## src/rtl/mips_cpu_arb_pkg.sv

```systemverilog
// Shared types for the MIPS CPU Avalon arbiter.
//   arb_state_t : transfer sequencer states (IDLE -> BUSY -> GAP -> IDLE)
//   arb_owner_t : which CPU port owns the current/last transfer
//   BE_ALL      : byteenable driven for instruction fetches on a 32-bit bus
package mips_cpu_arb_pkg;
  typedef enum logic [1:0] {IDLE, BUSY, GAP} arb_state_t;
  typedef enum logic {OWN_INSTR, OWN_DATA} arb_owner_t;
  localparam logic [3:0] BE_ALL = 4'b1111;
endpackage

```

## src/rtl/mips_cpu_arb_select.sv

```systemverilog
// Combinational grant logic for the arbiter.
//   i_req, d_req  : pending requests from the fetch and data ports
//   last_owner    : owner of the last completed transfer (ARB_ROUND_ROBIN_EN only)
//   grant_valid   : at least one request pending
//   grant         : port to serve next
// Build option ARB_ROUND_ROBIN_EN: on contention, grant the port that did not
// own the last transfer. Without it the data port always wins contention.
module mips_cpu_arb_select
  import mips_cpu_arb_pkg::*;
(
  input  logic       i_req,
  input  logic       d_req,
`ifdef ARB_ROUND_ROBIN_EN
  input  arb_owner_t last_owner,
`endif
  output logic       grant_valid,
  output arb_owner_t grant
);
  always_comb begin
    grant_valid = i_req | d_req;
    grant       = d_req ? OWN_DATA : OWN_INSTR;
`ifdef ARB_ROUND_ROBIN_EN
    if (i_req && d_req)
      grant = (last_owner == OWN_DATA) ? OWN_INSTR : OWN_DATA;
`endif
  end
endmodule

```

## src/rtl/mips_cpu_avalon_arbiter.sv

```systemverilog
// Shares one Avalon-MM master port between the CPU fetch port (read-only)
// and data port (read/write), one transaction at a time.
//   clk, reset        : clock, async active-high reset
//   i_req/i_addr      : fetch request, held until i_ack
//   i_ack/i_rdata     : 1-cycle ack, fetched word held until next i_ack
//   d_req/d_we/d_addr/d_be/d_wdata : data request, held until d_ack
//   d_ack/d_rdata     : 1-cycle ack, read word held until next read ack
//   err               : pulses with ack when the watchdog aborted the transfer
//   avm_*             : registered Avalon-MM master signals
// Build option ARB_ROUND_ROBIN_EN: alternate grants on contention instead of
// fixed data-port priority. TIMEOUT=0 disables the BUSY watchdog.
module mips_cpu_avalon_arbiter
  import mips_cpu_arb_pkg::*;
#(
  parameter int ADDR_W  = 32,
  parameter int DATA_W  = 32,
  parameter int TIMEOUT = 1024
) (
  input  logic                clk,
  input  logic                reset,
  input  logic                i_req,
  input  logic [ADDR_W-1:0]   i_addr,
  output logic                i_ack,
  output logic [DATA_W-1:0]   i_rdata,
  input  logic                d_req,
  input  logic                d_we,
  input  logic [ADDR_W-1:0]   d_addr,
  input  logic [DATA_W/8-1:0] d_be,
  input  logic [DATA_W-1:0]   d_wdata,
  output logic                d_ack,
  output logic [DATA_W-1:0]   d_rdata,
  output logic                err,
  output logic [ADDR_W-1:0]   avm_address,
  output logic [DATA_W/8-1:0] avm_byteenable,
  output logic                avm_read,
  output logic                avm_write,
  output logic [DATA_W-1:0]   avm_writedata,
  input  logic                avm_waitrequest,
  input  logic [DATA_W-1:0]   avm_readdata
);
  localparam int TIMER_W = (TIMEOUT > 1) ? $clog2(TIMEOUT) : 1;

  arb_state_t         state, state_nxt;
  arb_owner_t         owner, grant;
  logic               grant_valid, done, abort, timeout_hit;
  logic [TIMER_W-1:0] timer;
`ifdef ARB_ROUND_ROBIN_EN
  arb_owner_t         last_owner;
`endif

  mips_cpu_arb_select u_select (
    .i_req       (i_req),
    .d_req       (d_req),
`ifdef ARB_ROUND_ROBIN_EN
    .last_owner  (last_owner),
`endif
    .grant_valid (grant_valid),
    .grant       (grant)
  );

  // Timer starts at 0 in the first BUSY cycle, so the hit lands on the
  // TIMEOUT-th BUSY cycle.
  assign timeout_hit = (TIMEOUT != 0) && (timer == TIMER_W'(TIMEOUT - 1));

  always_ff @(posedge clk or posedge reset) begin
    if (reset) state <= IDLE;
    else       state <= state_nxt;
  end

  always_comb begin
    state_nxt = state;
    done      = 1'b0;
    abort     = 1'b0;
    unique case (state)
      IDLE: if (grant_valid) state_nxt = BUSY;
      BUSY: begin
        // A real completion wins over a watchdog hit on the same edge.
        if ((avm_read || avm_write) && !avm_waitrequest) begin
          done      = 1'b1;
          state_nxt = GAP;
        end else if (timeout_hit) begin
          abort     = 1'b1;
          state_nxt = GAP;
        end
      end
      GAP:     state_nxt = IDLE;
      default: state_nxt = IDLE;
    endcase
  end

  always_ff @(posedge clk or posedge reset) begin
    if (reset) begin
      owner          <= OWN_INSTR;
      timer          <= '0;
      avm_address    <= '0;
      avm_byteenable <= '0;
      avm_read       <= 1'b0;
      avm_write      <= 1'b0;
      avm_writedata  <= '0;
      i_ack          <= 1'b0;
      d_ack          <= 1'b0;
      err            <= 1'b0;
      i_rdata        <= '0;
      d_rdata        <= '0;
`ifdef ARB_ROUND_ROBIN_EN
      last_owner     <= OWN_INSTR;
`endif
    end else begin
      i_ack <= 1'b0;
      d_ack <= 1'b0;
      err   <= 1'b0;
      if (state == IDLE && grant_valid) begin
        owner <= grant;
        timer <= '0;
        if (grant == OWN_DATA) begin
          avm_address    <= d_addr;
          avm_byteenable <= d_be;
          avm_writedata  <= d_wdata;
          avm_read       <= ~d_we;
          avm_write      <= d_we;
        end else begin
          avm_address    <= i_addr;
          avm_byteenable <= '1;
          avm_writedata  <= '0;
          avm_read       <= 1'b1;
          avm_write      <= 1'b0;
        end
      end
      if (state == BUSY) begin
        timer <= timer + 1'b1;
        if (done || abort) begin
          avm_read  <= 1'b0;
          avm_write <= 1'b0;
          err       <= abort;
          if (owner == OWN_DATA) d_ack <= 1'b1;
          else                   i_ack <= 1'b1;
          if (done && avm_read) begin
            if (owner == OWN_DATA) d_rdata <= avm_readdata;
            else                   i_rdata <= avm_readdata;
          end
`ifdef ARB_ROUND_ROBIN_EN
          last_owner <= owner;
`endif
        end
      end
    end
  end
endmodule

```

## config.mk

```make
export PLATFORM = sky130hd
export DESIGN_NAME = mips_cpu_avalon_arbiter
export DESIGN_NICKNAME = d
export VERILOG_FILES = /design/src/rtl/mips_cpu_arb_pkg.sv /design/src/rtl/mips_cpu_arb_select.sv /design/src/rtl/mips_cpu_avalon_arbiter.sv
export SDC_FILE = /design/constraint.sdc
export NUM_CORES = 1
export LEC_CHECK = 0
export BUFFER_PORTS_ARGS = -buffer_cell sky130_fd_sc_hd__buf_4
export CAP_MARGIN = 40
export CORE_ASPECT_RATIO = 0.8
export CORE_MARGIN = 1
export CORE_UTILIZATION = 47
export CTS_CLUSTER_DIAMETER = 40
export DETAILED_ROUTE_END_ITERATION = 12
export PLACE_DENSITY_LB_ADDON = 0.1
export SYNTH_ARGS = -nofsm -noshare
export SYNTH_HDL_FRONTEND = slang
export SYNTH_SLANG_ARGS = --single-unit
```

## constraint.sdc

```tcl
create_clock -name clk -period 6.9 [get_ports clk]
set_input_delay 1.035 -clock clk [delete_from_list [all_inputs] [get_ports clk]]
set_output_delay 1.035 -clock clk [all_outputs]
set_load 0.02 [all_outputs]
```

==> impl_metrics.sql, run 1 <==
INSERT INTO impl_metrics (metric_group, metric, value, unit) VALUES
('run_status', 'outcome', 'completed', ''),
('synth', 'post_synth.cell_area_avg', '13.6', 'um^2'),
('critical_path', 'worstPathArrival', '2.58', 'ns'),
('clock_tree', 'clk_latency', '0.42', 'ns'),
('layout', 'drive_gt1_share', '51.9', '%'),
('sta', 'worstMarginPinSlew', '0.910', 'ns'),
('drt', 'drt_pre_antenna_iters', '4', ''),
('pwr', 'power_per_cell_area', '500', 'nW/um^2'),
('drt', 'detail-route-antenna-nets', '0', ''),
('clock_tree', 'clock_tree.buffer_depth', '2', ''),
('die', 'floorplan.die.width', '128', 'um'),
('layout', 'fillers', '908', ''),
('critical_path', 'rr_startpoint', 'state[1]$_DFFE_PP0P_', ''),
('drt', 'drt_iter0_drc', '171', ''),
('critical_path', 'critical_path.endpoint_type', 'flip-flop', ''),
('pwr', 'power.leakage', '0.00438', 'uW'),
('clock_tree', 'cts_hold_repair.buffers', '0', ''),
('grt', 'grt_pass1_wl', '22400', 'um'),
('synth', 'netlist-cell-type-count', '32', ''),
('layout', 'stdcell_area', '8750', 'um^2'),
('synth', 'synthDominantCellAreaShare', '63.1', '%'),
('min_path', 'worst_hold_path.num_cells', '2', ''),
('sta', 'setup_viol', '0', ''),
('critical_path', 'setup.worst_path.start_class', 'input pin', ''),
('run', 'max_cap_violations', '0', ''),
('layout', 'layout-area-overhead-vs-synth', '47.1', '%'),
('synth', 'synthesis.area', '5950', 'um^2'),
('drt', 'num_vias', '4477', ''),
('die', 'core.rowCount', '36', ''),
('critical_path', 'required', '7.13', 'ns'),
('critical_path', 'reg2regPathDepth', '4', ''),
('placed_design', 'gpl.final_weighted_congestion', '0.730', ''),
('placed_design', 'hpwlAfterDp', '10600', 'um'),
('layout', 'finalNetCount', '851', ''),
('synth', 'seq_area_frac_synth', '63.1', '%'),
('clock_tree', 'root_buffer', 'clkbuf_16', ''),
('die', 'core', '12300', 'um^2'),
('grt', 'first_global_vias', '4433', ''),
('clock_tree', 'htreeDepth', '4', ''),
('critical_path', 'timing.critical_path.mode_cell', 'buf_4', ''),
('clock_tree', 'clkSinkCount', '150', ''),
('layout', 'antenna-diode-count', '0', ''),
('die', 'initial_utilization', '48.6', '%'),
('critical_path', 'ff2ff_setup_slack', '4.83', 'ns'),
('pwr', 'ir_worst_vdd', '0.289', 'mV'),
('sta', 'fin_setup_tns', '0', 'ns'),
('critical_path', 'path_max_fanout', '104', ''),
('clock_tree', 'cts_inserted_buffers', '17', ''),
('synth', 'count_of_flip_flops_with_a_built_in_enable_after_synthesis', '0', ''),
('critical_path', 'worstSetupPathType', 'input pin to flip-flop', ''),
('layout', 'multi_input_comb_area', '2040', 'um^2'),
('layout', 'register_area', '3750', 'um^2'),
('grt', 'grt_antenna_before_repair', '0', ''),
('drt', 'wl_per_cell', '16.6', 'um'),
('synth', 'yosys.cell_count.top_type', 'dfrtp_1', ''),
('critical_path', 'critical_path.reg2reg.endpoint', 'i_rdata[2]$_DFFE_PP0P_', ''),
('min_path', 'worst_hold_path_startpoint', 'avm_address[26]$_DFFE_PP0N_', ''),
('die', 'die-height', '103', 'um'),
('sta', 'timing.final.max_slew_violations', '0', ''),
('die', 'die_area', '13100', 'um^2'),
('sta', 'period_share', '34.1', '%'),
('synth', 'synthFlopType', 'dfrtp_1', ''),
('clock_tree', 'post_cts_sizing', '0', ''),
('sta', 'grt_setup_unrepaired', 'false', ''),
('critical_path', 'critical_path_slowest_stage_cell', 'buf_4', ''),
('clock_tree', 'cts_post_setup_buffers_inserted', '0', ''),
('min_path', 'hold_critical_path_endpoint', 'avm_address[26]$_DFFE_PP0N_', ''),
('critical_path', 'worst_path_largest_cell_delay', '0.73', 'ns'),
('sta', 'worst_slew_margin_rel', '39.4', '%'),
('drt', 'drt-total-wl', '14900', 'um'),
('die', 'io_pins', '275', '');
-- kinds of logic (layout without fill, tap and decap cells) --
| kind of cell | after synthesis | count (layout) | share of synthesized area (%) |
|---|---|---|---|
| compound gates | 86 | 86 | 9.74 |
| fa+ha+maj | 1 | 1 | 0.210 |
| buf+inv | 28 | 313 | 2.86 |
| flops | 150 | 150 | 63.1 |
| mux | 100 | 100 | 18.2 |
| simple gates | 74 | 74 | 5.93 |
-- through the flow --
step / util, % / setup slack, ns / instances / hold slack [ns]
floorplan: - / 1.83 / 439 / 0.450
global placement: 66.1 / 3.84 / 861 / 0.466
detailed placement: 66.7 / 4.13 / 864 / 0.473
CTS: 71.4 / 4.57 / 895 / 0.486
global route: 71.4 / 4.41 / 895 / 0.507
finish: 71.4 / 4.55 / 895 / 0.479
-- layout by cell type, fill, tap and decap left out, types with 5 or more instances in the layout --
cell type	count
mux2i_1	36
nor2_1	7
buf_4	277
nand2_1	48
dfrtp_1	150
a22o_1	32
o21ai_0	42
clkinvlp_4	5
clkbuf_16	17
mux2_2	61
-- power by group --
group          total, uW  leakage (uW)  switching [uW]  internal, uW
clock                894      0.000267             355           539
sequential          1550       0.00185             250          1300
combinational       1930       0.00226            1040           894
-- cell type report --
class / instances / share of cell area, %
timing repair buffer: 280 / 24.6
sequential: 150 / 42.9
inverter: 2 / 0.143
clock inverter: 12 / 1.49
multi-input combinational: 261 / 23.3
tap: 171 / 2.44
clock buffer: 19 / 5.06
-- layer usage --
layer | global-route usage [%] | part of all wire (%) | vias to the layer above
met1 | 27.3 | 42 | 2170
li1 | - | - | 2121
met4 | 6.33 | 0.84 | 0
met3 | 7.32 | 7.5 | 12
met2 | 38.7 | 50 | 174
met5 | 0 | 0 | -
-- sequential cells by signal (all words and copies together) (netlist names) --
register / count
avm_writedata: 32
avm_byteenable: 4
d_rdata: 32
timer: 10
avm_address: 32
owner: 1
i_ack: 1
err: 1
state: 2
d_ack: 1
avm_write: 1
i_rdata: 32
avm_read: 1
-- worst max-delay path by stage --
stage	to	slack (ns)	start
CTS	avm_address[5]$_DFFE_PP0N_	4.57	d_req
global placement	avm_read$_DFF_PP0_	3.84	d_req
floorplan	avm_address[0]$_DFFE_PP0N_	1.83	reset
finish	avm_address[5]$_DFFE_PP0N_	4.55	d_req
global route	avm_address[5]$_DFFE_PP0N_	4.41	d_req
detailed placement	avm_address[5]$_DFFE_PP0N_	4.13	d_req
-- worst min-delay path, cell delays in order, from the launching register on --
cell and delay (ns):
dfrtp_1 0.34, nand2_1 0.04, o21ai_0 0.06
(Power assumes the default switching activity.)
==> inputs of run 2 (changes only) <==
--- a/config.mk
+++ b/config.mk
@@ -5,11 +5,12 @@
 export SDC_FILE = /design/constraint.sdc
 export NUM_CORES = 1
 export LEC_CHECK = 0
+export ABC_AREA = 1
 export BUFFER_PORTS_ARGS = -buffer_cell sky130_fd_sc_hd__buf_4
 export CAP_MARGIN = 40
 export CORE_ASPECT_RATIO = 0.8
 export CORE_MARGIN = 1
-export CORE_UTILIZATION = 47
+export CORE_UTILIZATION = 43
 export CTS_CLUSTER_DIAMETER = 40
 export DETAILED_ROUTE_END_ITERATION = 12
 export PLACE_DENSITY_LB_ADDON = 0.1
==> constraint.sdc (replaced) <==
create_clock -name clk -period 2 [get_ports clk]
set_input_delay 0.3 -clock clk [delete_from_list [all_inputs] [get_ports clk]]
set_output_delay 0.3 -clock clk [all_outputs]
set_load 0.02 [all_outputs]
==> run 2 against run 1 <==
  * Die area is 13% higher
  * Routed wire length up 12%
  * Total power rose to 3.4 times the previous value
  * Worst setup slack worse by 4.1 ns
  * Synthesized cell count is 38% higher
  * Critical path type is now flip-flop to flip-flop
==> impl_metrics.sql, run 2 <==
INSERT INTO impl_metrics (metric_group, metric, value, unit) VALUES
('grt', 'first_global_vias', '5127', ''),
('synth', 'synthesis.area', '6140', 'um^2'),
('clock_tree', 'htreeDepth', '4', ''),
('synth', 'synthDominantCellAreaShare', '61.1', '%'),
('sta', 'period_share', '76.5', '%'),
('die', 'core.rowCount', '38', ''),
('layout', 'fillers', '1131', ''),
('sta', 'setup_viol', '0', ''),
('grt', 'grt_antenna_before_repair', '0', ''),
('critical_path', 'critical_path_slowest_stage_cell', 'dfrtp_1', ''),
('pwr', 'power.leakage', '0.00467', 'uW'),
('pwr', 'ir_worst_vdd', '0.816', 'mV'),
('synth', 'seq_area_frac_synth', '61.1', '%'),
('synth', 'asyncSetResetFlopFracSynth', '100', '%'),
('pwr', 'total_power', '15100', 'uW'),
('synth', 'yosys.cell_count.top_type', 'nand2_1', ''),
('synth', 'synth_common_cells', '165 x nand2_1, 150 x dfrtp_1, 48 x inv_1', ''),
('die', 'initial_utilization', '44.7', '%'),
('grt', 'pin_count_of_the_biggest_net_entering_global_routing', '99', ''),
('sta', 'timing.final.max_slew_violations', '0', ''),
('placed_design', 'placement.io_buffers', '274', ''),
('run', 'max_cap_violations', '0', ''),
('layout', 'layout.cells.most_common_list', '280 x buf_4, 165 x nand2_1, 150 x dfrtp_1', ''),
('clock_tree', 'clock_tree.buffer_depth', '2', ''),
('sta', 'final.setup_skew', '0.0133', 'ns'),
('die', 'die_area', '14800', 'um^2'),
('layout', 'drive_gt1_share', '39.7', '%'),
('sta', 'finalWorstPathRequiredPeriod', '1.53', 'ns'),
('die', 'floorplan.die.width', '136', 'um'),
('synth', 'ys_seq_elements', '150', ''),
('grt', 'grt_pass1_wl', '25900', 'um'),
('critical_path', 'reg2regPathDepth', '7', ''),
('sta', 'finalHoldWorstSlack', '0.0325', 'ns'),
('synth', 'ys_top_cells_by_area', 'dfrtp_1 61%, nand2_1 10%, a22o_1 4.6%', ''),
('drt', 'drt_pre_antenna_iters', '5', ''),
('clock_tree', 'cts_post_setup_buffers_inserted', '0', ''),
('critical_path', 'critical_path.endpoint_type', 'flip-flop', ''),
('clock_tree', 'cts_tree', 'built', ''),
('synth', 'post_syn_nets', '747', ''),
('drt', 'drt-total-wl', '16600', 'um'),
('placed_design', 'hpwlAfterDp', '12000', 'um'),
('sta', 'worst_slew_margin_rel', '57.2', '%'),
('layout', 'layout-area-overhead-vs-synth', '45.7', '%'),
('critical_path', 'worstSetupPathType', 'flip-flop to flip-flop', ''),
('grt', 'global_route.usage.total', '23.1', '%'),
('run_status', 'outcome', 'completed', ''),
('clock_tree', 'clk_latency', '0.43', 'ns'),
('critical_path', 'worst_path_largest_cell_delay', '0.39', 'ns'),
('placed_design', 'gpl.final_weighted_congestion', '0.786', ''),
('synth', 'netlist-cell-type-count', '25', ''),
('critical_path', 'setup.worst_path.start_class', 'flip-flop', ''),
('synth', 'yosys.area.top_type', 'dfrtp_1', ''),
('layout', 'finalNetCount', '1016', ''),
('layout', 'antenna-diode-count', '0', ''),
('critical_path', 'worstPathCellList', 'inv_2, nand2_2, nor3_4, nand2_4, buf_12, nand2_1, o21ai_1', ''),
('die', 'die-height', '109', 'um'),
('synth', 'postSynthCellCount', '608', ''),
('drt', 'detail-route-antenna-nets', '0', ''),
('critical_path', 'required', '2.31', 'ns'),
('drt', 'drt_iter0_drc', '287', ''),
('clock_tree', 'root_buffer', 'clkbuf_16', ''),
('synth', 'synthFlopType', 'dfrtp_1', ''),
('critical_path', 'path_max_fanout', '44', ''),
('sta', 'clock.fmax', '0.654', 'GHz'),
('layout', 'register_area', '3750', 'um^2'),
('clock_tree', 'clkSinkCount', '150', ''),
('critical_path', 'worstPathArrival', '1.84', 'ns'),
('grt', 'global_route.overflow_total', '0', ''),
('layout', 'multi_input_comb_area', '1940', 'um^2'),
('synth', 'count_of_flip_flops_with_a_built_in_enable_after_synthesis', '0', ''),
('drt', 'routed_via_density', '4.84', ''),
('layout', 'leading_cell_type_in_the_layout_fill_and_taps_excluded', 'buf_4', ''),
('pwr', 'power_per_cell_area', '1680', 'nW/um^2'),
('synth', 'post_synth.cell_area_avg', '10.1', 'um^2'),
('drt', 'num_vias', '5175', ''),
('die', 'core', '13700', 'um^2'),
('synth', 'synth.yosys.warnings', '0', ''),
('sta', 'worstMarginPinSlew', '0.642', 'ns'),
('min_path', 'min-delay-path-class', 'input pin to async pin', ''),
('clock_tree', 'path_clk_slew', '0.06', 'ns'),
('clock_tree', 'cts_inserted_buffers', '17', ''),
('die', 'io_pins', '275', ''),
('drt', 'number_of_drc_violations_after_detailed_routing', '0', ''),
('sta', 'hold_viol_final', '0', ''),
('sta', 'grt_setup_unrepaired', 'false', ''),
('clock_tree', 'post_cts_sizing', '0', ''),
('drt', 'wl_per_cell', '15.5', 'um'),
('clock_tree', 'cts_hold_repair.buffers', '0', '');
==> run 2: worst paths after layout <==
check                                              from                             to  slack (ns)
max in group asynchronous                         reset  avm_byteenable[0]$_DFFE_PP0N_        1.45
min in group clk                                d_be[3]  avm_byteenable[3]$_DFFE_PP0N_        0.11
worst min-delay path                              reset         i_rdata[6]$_DFFE_PP0P_        0.03
worst max-delay path               state[1]$_DFFE_PP0P_         d_rdata[0]$_DFFE_PP0P_        0.47
worst min register to register  i_rdata[23]$_DFFE_PP0P_        i_rdata[23]$_DFFE_PP0P_        0.48
worst max register to register     state[1]$_DFFE_PP0P_         d_rdata[0]$_DFFE_PP0P_        0.47
==> run 2: cell families (layout without fill, tap and decap cells) <==
group / after synthesis / in the layout / synth area share [%]
AND/OR/NAND/NOR: 223 / 223 / 14.5
AO/OA/AOI/OAI: 150 / 150 / 16.8
flip-flops: 150 / 150 / 61.1
buffers and inverters: 84 / 366 / 7.47
adder cells (fa/ha/maj): 1 / 1 / 0.204
==> run 2: power breakdown <==
group / switching, uW / internal (uW) / leakage [uW]
clock: 1300 / 2260 / 0.000321
combinational: 3720 / 2700 / 0.00250
sequential: 762 / 4340 / 0.00186
total: 5780 / 9290 / 0.00467
==> run 2: cell type report <==
type / count / share of cell area [%]
multi-input cells: 374 / 21.6
clock buffers: 18 / 4.91
well taps: 180 / 2.52
inverters: 50 / 2.14
clock inverters: 14 / 2.50
repair buffers: 284 / 24.4
flip-flops and latches: 150 / 41.9
==> run 2: layer usage <==
| layer | vias to the layer above | wire length, um | global-route usage (%) |
|---|---|---|---|
| met5 | - | 0 | 0 |
| met2 | 205 | 8200 | 38.6 |
| met1 | 2410 | 6660 | 27.5 |
| li1 | 2547 | - | - |
| met4 | 0 | 137 | 6.18 |
| met3 | 13 | 1570 | 9.34 |
==> run 2: metrics by stage <==
step,std cells,util [%],instance area (um^2),setup TNS (ns),worst slack [ns]
after floorplan,608,-,6150,-28.35,-0.189
after global placement,1038,60.3,8290,0,0.530
after detailed placement,1038,60.3,8290,0,0.471
after CTS,1070,65.1,8950,0,0.445
after global routing,1070,65.1,8950,0,0.311
final,1070,65.1,8950,0,0.470
==> run 2: worst max-delay path, delay by kind of cell, from the launching register on <==
family | cells | cell delay (ns)
and+or+nand+nor | 4 | 0.64
DFF | 1 | 0.39
buffers and inverters | 2 | 0.32
AOI/OAI and AO/OA | 1 | 0.07
==> inputs of run 3 (changes only) <==
==> constraint.sdc (replaced) <==
create_clock -name clk -period 1.4 [get_ports clk]
set_input_delay 0.21 -clock clk [delete_from_list [all_inputs] [get_ports clk]]
set_output_delay 0.21 -clock clk [all_outputs]
set_load 0.02 [all_outputs]
==> run 3 against run 2 <==
  * Hold slack lost 0.0084 ns
  * Count of clock-buffer cells in the layout grew 5
  * Sequential share of layout area shrank 0.90 points
  * Largest cell class unchanged
  * Flip-flop and latch count is the same
  * Via count grew 3.5%
  * Clock skew shrank 0.0065 ns
  * Worst setup slack lost 0.39 ns
  * Utilization grew 1.4 points
  * Cell count grew 1.5%
  * Highest routed layer unchanged
  * Global-route usage is essentially flat
  * Clock power grew 35%
  * Combinational power grew 49%
==> impl_metrics.sql, run 3 (synthesis results as in run 2) <==
INSERT INTO impl_metrics (metric_group, metric, value, unit) VALUES
('drt', 'wl_per_cell', '15.5', 'um'),
('drt', 'num_vias', '5357', ''),
('pwr', 'power.leakage', '0.00477', 'uW'),
('die', 'io_pins', '275', ''),
('placed_design', 'hpwlAfterDp', '12400', 'um'),
('grt', 'global_route.overflow_total', '0', ''),
('sta', 'final.setup_skew', '0.00673', 'ns'),
('pwr', 'power_per_cell_area', '2370', 'nW/um^2'),
('critical_path', 'path_max_fanout', '3', ''),
('layout', 'finalNetCount', '1033', ''),
('critical_path', 'setup.worst_path.start_class', 'flip-flop', ''),
('sta', 'timing.final.max_slew_violations', '0', ''),
('sta', 'worst_slew_margin_rel', '77.0', '%'),
('clock_tree', 'clkSinkCount', '150', ''),
('layout', 'antenna-diode-count', '0', ''),
('placed_design', 'placed_cells_incl_taps', '1048', ''),
('critical_path', 'worstPathArrival', '1.62', 'ns'),
('run', 'max_cap_violations', '0', ''),
('layout', 'layout-area-overhead-vs-synth', '48.9', '%'),
('die', 'core.rowCount', '38', ''),
('drt', 'routed_via_density', '4.93', ''),
('clock_tree', 'clock_tree.buffer_depth', '2', ''),
('sta', 'finalHoldWorstSlack', '0.0241', 'ns'),
('sta', 'hold_viol_final', '0', ''),
('die', 'floorplan.die.width', '136', 'um'),
('layout', 'stdcell_area', '9150', 'um^2'),
('sta', 'setup_viol', '0', ''),
('layout', 'layout.cells.most_common_list', '289 x buf_4, 164 x nand2_1, 150 x dfrtp_1', ''),
('clock_tree', 'clk_latency', '0.42', 'ns'),
('sta', 'finalWorstPathRequiredPeriod', '1.32', 'ns'),
('layout', 'drive_gt1_share', '40.5', '%'),
('pwr', 'ir_worst_vdd', '1.45', 'mV'),
('clock_tree', 'cts_tree', 'built', ''),
('sta', 'worstMarginPinSlew', '0.344', 'ns'),
('grt', 'global_route.usage.total', '23.0', '%'),
('pwr', 'total_power', '21700', 'uW'),
('clock_tree', 'cts_inserted_buffers', '17', ''),
('placed_design', 'placed_area', '8440', 'um^2'),
('layout', 'fillers', '1117', ''),
('critical_path', 'reg2regPathDepth', '6', ''),
('die', 'die-height', '109', 'um'),
('grt', 'pin_count_of_the_biggest_net_entering_global_routing', '61', ''),
('drt', 'drt_iter0_drc', '210', ''),
('die', 'initial_utilization', '44.7', '%'),
('clock_tree', 'htreeDepth', '4', ''),
('drt', 'number_of_drc_violations_after_detailed_routing', '0', ''),
('grt', 'grt_pass1_wl', '25700', 'um'),
('sta', 'fin_setup_tns', '0', 'ns'),
('critical_path', 'critical_path.endpoint_type', 'flip-flop', ''),
('drt', 'detail-route-antenna-nets', '0', ''),
('die', 'die_area', '14800', 'um^2'),
('critical_path', 'required', '1.70', 'ns'),
('placed_design', 'placement.io_buffers', '274', ''),
('clock_tree', 'root_buffer', 'clkbuf_16', ''),
('die', 'core', '13700', 'um^2'),
('critical_path', 'worstSetupPathType', 'flip-flop to flip-flop', ''),
('min_path', 'min-delay-path-class', 'input pin to flip-flop', ''),
('layout', 'final_cells', '1086', ''),
('drt', 'drt-total-wl', '16800', 'um'),
('run_status', 'outcome', 'completed', ''),
('sta', 'clock.fmax', '0.759', 'GHz'),
('layout', 'leading_cell_type_in_the_layout_fill_and_taps_excluded', 'buf_4', ''),
('sta', 'period_share', '94.1', '%'),
('drt', 'drt_pre_antenna_iters', '5', ''),
('placed_design', 'gpl.final_weighted_congestion', '0.778', ''),
('min_path', 'worst_hold_path.num_cells', '2', ''),
('grt', 'grt_antenna_before_repair', '0', ''),
('clock_tree', 'path_clk_slew', '0.06', 'ns'),
('sta', 'grt_setup_unrepaired', 'true', ''),
('grt', 'first_global_vias', '5169', '');
run 3: cell count changes in the layout (fill, tap and decap cells not counted), sizes merged:
cell and delta:
bufinv -1, clkbuf +6, inv -2, clkinv -3, dlygate4sd3 +1, buf +15
run 3: metrics by stage:
stage	setup slack (ns)	utilization (%)
2_1_floorplan	-0.699	-
3_3_place_gp	0.117	61.4
3_5_place_dp	0.0956	61.4
4_1_cts	0.0465	66.0
5_1_grt	-0.0347	66.6
6_report	0.0821	66.6
run 3: timing repair:
action	in CTS	in global routing
endpoints found under the hold margin	8	0
endpoints found under the setup margin	0	20
setup buffers	0	5
hold buffers	1	0
resized for setup	0	3
run 3: cell type report:
| type | instances | area, um^2 | share of cell area [%] |
|---|---|---|---|
| timing repair buffer | 301 | 2410 | 26.4 |
| clock buffer | 23 | 478 | 5.23 |
| inverter | 50 | 191 | 2.09 |
| tap | 180 | 225 | 2.46 |
| multi-input combinational | 374 | 1940 | 21.2 |
| clock inverter | 8 | 146 | 1.60 |
| sequential | 150 | 3750 | 41.0 |
run 3: path summary, 6_finish.rpt:
| kind | from | endpoint | slack (ns) |
|---|---|---|---|
| min in group asynchronous | reset | d_rdata[22]$_DFFE_PP0P_ | 0.32 |
| min | d_be[3] | avm_byteenable[3]$_DFFE_PP0N_ | 0.02 |
| max | timer[0]$_DFFE_PP0P_ | timer[7]$_DFFE_PP0P_ | 0.08 |
| min reg2reg | d_rdata[17]$_DFFE_PP0P_ | d_rdata[17]$_DFFE_PP0P_ | 0.48 |
| max in group asynchronous | reset | avm_writedata[7]$_DFFE_PP0N_ | 0.49 |
| max reg2reg | timer[0]$_DFFE_PP0P_ | timer[7]$_DFFE_PP0P_ | 0.08 |
run 3: metal layers:
metal	up-vias	track usage (%)	share of wire (%)
met5	-	0	0
met4	0	10.4	2.6
met3	38	8.32	9.5
met2	219	37.5	49
met1	2523	27.4	39
li1	2577	-	-
run 3: worst max-delay path, cell delays in order (launching register included):
cell and delay, ns:
dfrtp_1 0.39, buf_4 0.14, nand3_1 0.11, nor2_1 0.19, nand2_1 0.12, o21ai_0 0.18
nand2_1 0.07
run 3: power by group:
group	leakage [uW]	total, uW	switching [uW]	internal (uW)
registers	0.00186	7300	1100	6200
clock network	0.000303	4800	1690	3110
logic	0.00261	9550	5370	4180
total	0.00477	21700	8160	13500
